### src/rtl/sbox_gf4_front.sv
// sbox_gf4_front: AES S-box front stage (inverse affine, GF(2^8)->GF((2^4)^2) map, delta), 2-stage valid/ready; SBOX_FRONT_CNT_EN adds cnt_o transfer counter
module sbox_gf4_front #(
  parameter int TAG_W = 4
) (
  input  logic             clk_i,
  input  logic             rst_i,
  input  logic             flush_i,
  input  logic             valid_i,
  output logic             ready_o,
  input  logic [7:0]       data_i,
  input  logic             mode_i,
  input  logic [TAG_W-1:0] tag_i,
  output logic             valid_o,
  input  logic             ready_i,
  output logic [3:0]       ah_o,
  output logic [3:0]       al_o,
  output logic [3:0]       delta_o,
  output logic             mode_o,
`ifdef SBOX_FRONT_CNT_EN
  output logic [15:0]      cnt_o,
`endif
  output logic [TAG_W-1:0] tag_o
);
  function automatic logic [3:0] gmul(input logic [3:0] a, input logic [3:0] b);
    logic [3:0] p;
    logic [3:0] t;
    p = '0;
    t = a;
    for (int i = 0; i < 4; i++) begin
      p = p ^ (b[i] ? t : 4'h0);
      t = {t[2:0], 1'b0} ^ (t[3] ? 4'h3 : 4'h0);
    end
    return p;
  endfunction
  function automatic logic [7:0] invaff(input logic [7:0] b);
    return {b[6:0], b[7]} ^ {b[4:0], b[7:5]} ^ {b[1:0], b[7:2]} ^ 8'h05;
  endfunction
  logic             s1_valid, s2_valid, adv1, adv2, s1_mode, a_a, a_b, a_c;
  logic [3:0]       s1_ah, s1_al, delta;
  logic [7:0]       b, q;
  logic [TAG_W-1:0] s1_tag;
  assign adv2    = ~s2_valid | ready_i;
  assign adv1    = ~s1_valid | adv2;
  assign ready_o = adv1 & ~flush_i;
  assign valid_o = s2_valid;
  always_comb begin
    b     = mode_i ? invaff(data_i) : data_i;
    a_a   = b[1] ^ b[7];
    a_b   = b[5] ^ b[7];
    a_c   = b[4] ^ b[6];
    q     = {a_b, a_b ^ b[2] ^ b[3], a_a ^ a_c, a_c ^ b[5], b[2] ^ b[4], a_a, b[1] ^ b[2], a_c ^ b[0] ^ b[5]};
    delta = gmul(4'hC, gmul(s1_ah, s1_ah)) ^ gmul(s1_ah, s1_al) ^ gmul(s1_al, s1_al);
  end
  always_ff @(posedge clk_i) begin
    if (rst_i) begin
      s1_valid <= 1'b0;
      s2_valid <= 1'b0;
      s1_ah    <= '0;
      s1_al    <= '0;
      s1_mode  <= 1'b0;
      s1_tag   <= '0;
      ah_o     <= '0;
      al_o     <= '0;
      delta_o  <= '0;
      mode_o   <= 1'b0;
      tag_o    <= '0;
    end else begin
      s2_valid <= flush_i ? 1'b0 : adv2 ? s1_valid : s2_valid;
      s1_valid <= flush_i ? 1'b0 : adv1 ? valid_i : s1_valid;
      if (adv2) begin
        ah_o    <= s1_ah;
        al_o    <= s1_al;
        delta_o <= delta;
        mode_o  <= s1_mode;
        tag_o   <= s1_tag;
      end
      if (adv1) begin
        s1_ah   <= q[7:4];
        s1_al   <= q[3:0];
        s1_mode <= mode_i;
        s1_tag  <= tag_i;
      end
    end
  end
`ifdef SBOX_FRONT_CNT_EN
  always_ff @(posedge clk_i) begin
    if (rst_i) cnt_o <= '0;
    else if (valid_o && ready_i) cnt_o <= cnt_o + 16'd1;
  end
`endif
endmodule

### config.mk
export PLATFORM = sky130hd
export DESIGN_NAME = sbox_gf4_front
export DESIGN_NICKNAME = d
export VERILOG_FILES = /design/src/rtl/sbox_gf4_front.sv
export SDC_FILE = /design/constraint.sdc
export NUM_CORES = 1
export LEC_CHECK = 0
export BUFFER_PORTS_ARGS = -buffer_cell sky130_fd_sc_hd__buf_2
export CAP_MARGIN = 20
export CORE_ASPECT_RATIO = 0.75
export CORE_MARGIN = 4
export CORE_UTILIZATION = 30
export CTS_CLUSTER_SIZE = 14
export DETAILED_ROUTE_END_ITERATION = 8
export GPL_ROUTABILITY_DRIVEN = 1
export PLACE_DENSITY = 0.48
export REMOVE_ABC_BUFFERS = 1
export SLEW_MARGIN = 15
export SYNTH_ARGS = -nofsm -noshare
export SYNTH_HDL_FRONTEND = slang
export SYNTH_SLANG_ARGS = --single-unit
### constraint.sdc
create_clock -name clk_i -period 4.8 [get_ports clk_i]
set_input_delay 0.96 -clock clk_i [delete_from_list [all_inputs] [get_ports clk_i]]
set_output_delay 0.96 -clock clk_i [all_outputs]
set_load 0.005 [all_outputs]
==> summary.txt <==
Floorplanning
  – Core ar.: 6006 um^2
  – Die area: 7764 um^2
  – Die Y: 77.32 um
  – Die X-Extent: 100.4 um
  – # rows: 24
  – Initial Util: 32.00%
  – I/O Pins: 37

Placed design
  – Pre-CTS WS: 2.030 ns
  – IO Port Bufs: 36
  – Routability cong.: 0.7245
  – DP Wirelength: 2829 um

Detailed routing
  – DRC violation count after routing: 0
  – Initial detailed-routing violation count: 40
  – Vias: 1,465
  – Routed len/inst: 12.28 um
  – Antenna Violating Nets Remaining: 0
  – Routed WL: 3990 um
  – First-pass iteration count of the detailed router: 4
  – Vias per inst: 4.508

Power and ir drop
  – Int Pwr: 666.3 uW
  – Switching power: 283.5 uW
  – P per Cell Area: 422.0 nW/um^2
  – Comb pwr share: 35.8%
  – Peak VDD IR: 0.1709 mV
  – Fraction of power consumed by sequential logic: 36.8%
  – Clock power frac: 27.4%
  – Switch share: 29.85%
  – Static leakage: 1.029 nW

GRT
  – Number of global-route vias before repair: 1,425
  – First-pass GRT wire length: 6693 um
  – Gr ovfl total: 0
  – Total GRT Usage: 10.90%
  – Initial antenna violation count: 0
  – Pin count of the biggest net entering global routing: 34

Job
  – Max-Cap Viols: 0

Synth
  – Largest family of logic cells by synthesized area: XOR/XNOR gates
  – Synth Area in Adders: 2.604%
  – Post-Syn Instances: 218
  – Yosys reg bits: 32
  – Mux cell area share after synthesis: 5.273%
  – Synth Area in XOR/XNOR: 27.02%
  – Area of the mapped netlist: 1922 um^2
  – Unique masters post-synth: 30
  – Synth Area in Compound Gates: 9.766%
  – Synth Area in Simple Gates: 17.90%
  – Mapped Avg Cell Area: 8.816 um^2
  – Yosys warns: 0
  – Sequential fraction of the synthesis area: 33.33%

Clocking
  – CTS resizes: 0
  – Cts hold-fix bufs: 0
  – Post-CTS Setup Repair Bufs: 0
  – H-tree depth: 2
  – Clock transition at path regs: 0.07 ns
  – Clk buf depth: 2
  – CTS tree: done
  – Clk_lat worst skew: 0.29 ns
  – Clock Sinks: 32
  – CTS Buf Count: 5
  – Root buf cell: clkbuf_8

STA
  – Slew margin rel.: 50.02%
  – Setup TNS: 0 ns
  – Final setup viols: 0
  – Max Freq: 0.3636 GHz
  – Max Slew Vio Count: 0
  – Post-layout min period: 2.750 ns
  – Final worst-path setup slack: 2.050 ns
  – Post-route clock period utilization: 57.29%
  – Setup repair after global routing missed its margin: no
  – Final hold violations: 0
  – Worst clock skew: 0.004319 ns
  – Measured slew at the worst slew-check pin: 0.7497 ns

Final layout
  – Most common cell after layout, fill and taps aside: nand2_1
  – Nets@finish: 268
  – Share of post-route cells with drive strength above 1: 21.05%
  – Most frequent cells in the layout: nand2_1, buf_2, dfxtp_1
  – Diodes inserted: 0
  – Area grow syn2layout: 17.12%

Worst setup path
  – Worst Path Arrival: 1.79 ns
  – Worst Path Required: 3.84 ns
  – Type of element launching the critical path: primary input
  – Critical path class: primary input to output port
  – CP Capture Type: output port
  – Max FO, Critical Path: 11

Hold path
  – Hold Path Class: flop to flop

Outcome
  – Status: completed
[routing by layer]
layer  share of wire [%]  track usage (%)  up-vias
li1                    -                -      762
met1                  51            13.85      675
met2                  43            17.00       24
met3                 4.7            4.986        4
met4                0.83            2.423        0
met5                   0                0        -
[cell usage after synthesis]
master,number,area [um^2]
a211oi_1,4,30.03
a21o_1,2,15.01
a21oi_1,25,125.1
a22oi_1,1,7.510
and2_1,1,6.260
buf_2,3,15.01
buf_4,1,7.510
clkbuf_1,12,45.04
dfxtp_1,32,640.6
ha_1,4,50.05
inv_1,3,11.26
mux2_2,1,11.26
mux2i_1,4,40.04
mux2i_2,2,27.53
mux2i_4,1,22.52
nand2_1,56,210.2
nand2b_1,3,18.77
nor2_1,14,52.55
nor2b_1,5,31.28
nor3_1,2,10.01
nor3b_1,2,15.01
o21ai_0,1,5.000
o21ai_1,1,5.000
xnor2_1,20,175.2
xnor2_2,1,16.27
xnor3_1,5,112.6
xor2_1,5,43.79
xor3_1,5,118.9
xor3_2,1,25.02
xor3_4,1,27.53
[registers in the layout, summed over array words and instances (netlist names)]
signal,flops
valid_o,1
delta_o,4
tag_o,4
mode_o,1
s1_ah,4
s1_tag,4
ah_o,4
s1_al,4
s1_valid,1
al_o,4
s1_mode,1
[worst paths after layout]
path         startpoint    endpoint  slack (ns)  cells past startpoint
max             ready_i     ready_o        2.05                      5
min             ah_o[2]     ah_o[2]        0.45                      2
max reg2reg    s1_ah[0]  delta_o[0]        2.73                      7
min reg2reg     ah_o[2]     ah_o[2]        0.45                      2
[power groups by stage]
stage	clock [mW]	combinational (mW)	sequential, mW
global placement	0	0.344	0.357
finish	0.260	0.340	0.350
CTS	0.267	0.346	0.350
global route	0.282	0.378	0.357
detailed placement	0	0.344	0.356
floorplan	0	0.270	0.348
[area by class of cell]
class                      count  area [um^2]
timing repair buffer          37        187.7
clock buffer                   5        68.82
multi-input combinational    167         1202
tap                           78        97.59
sequential                    32        640.6
fill                         653         3755
clock inverter                 3        42.54
inverter                       3        11.26
[per-stage QoR]
step	instance area, um^2	utilization, %	power (mW)	hold slack [ns]	instances
detailed placement	2140	35.63	0.6998	0.4430	317
finish	2251	37.48	0.9498	0.4473	325
global placement	2140	35.63	0.7017	0.4387	317
CTS	2251	37.48	0.9631	0.4508	325
global route	2251	37.48	1.017	0.4750	325
floorplan	1854	-	0.6177	0.4260	202
[worst max-delay path, cell delays in order]
cell     delay, ns
buf_2         0.10
nor2b_1       0.14
and2_1        0.39
nor2_1        0.07
buf_2         0.13
[kinds of logic (layout without fill, tap and decap cells)]
group / Yosys count / in the layout
AND/OR/NAND/NOR: 83 / 83
AO/OA/AOI/OAI: 34 / 34
XOR/XNOR: 38 / 38
multiplexers: 8 / 8
adder cells (fa/ha/maj): 4 / 4
buffers and inverters: 19 / 48
flip-flops: 32 / 32
(Power assumes the default switching activity.)
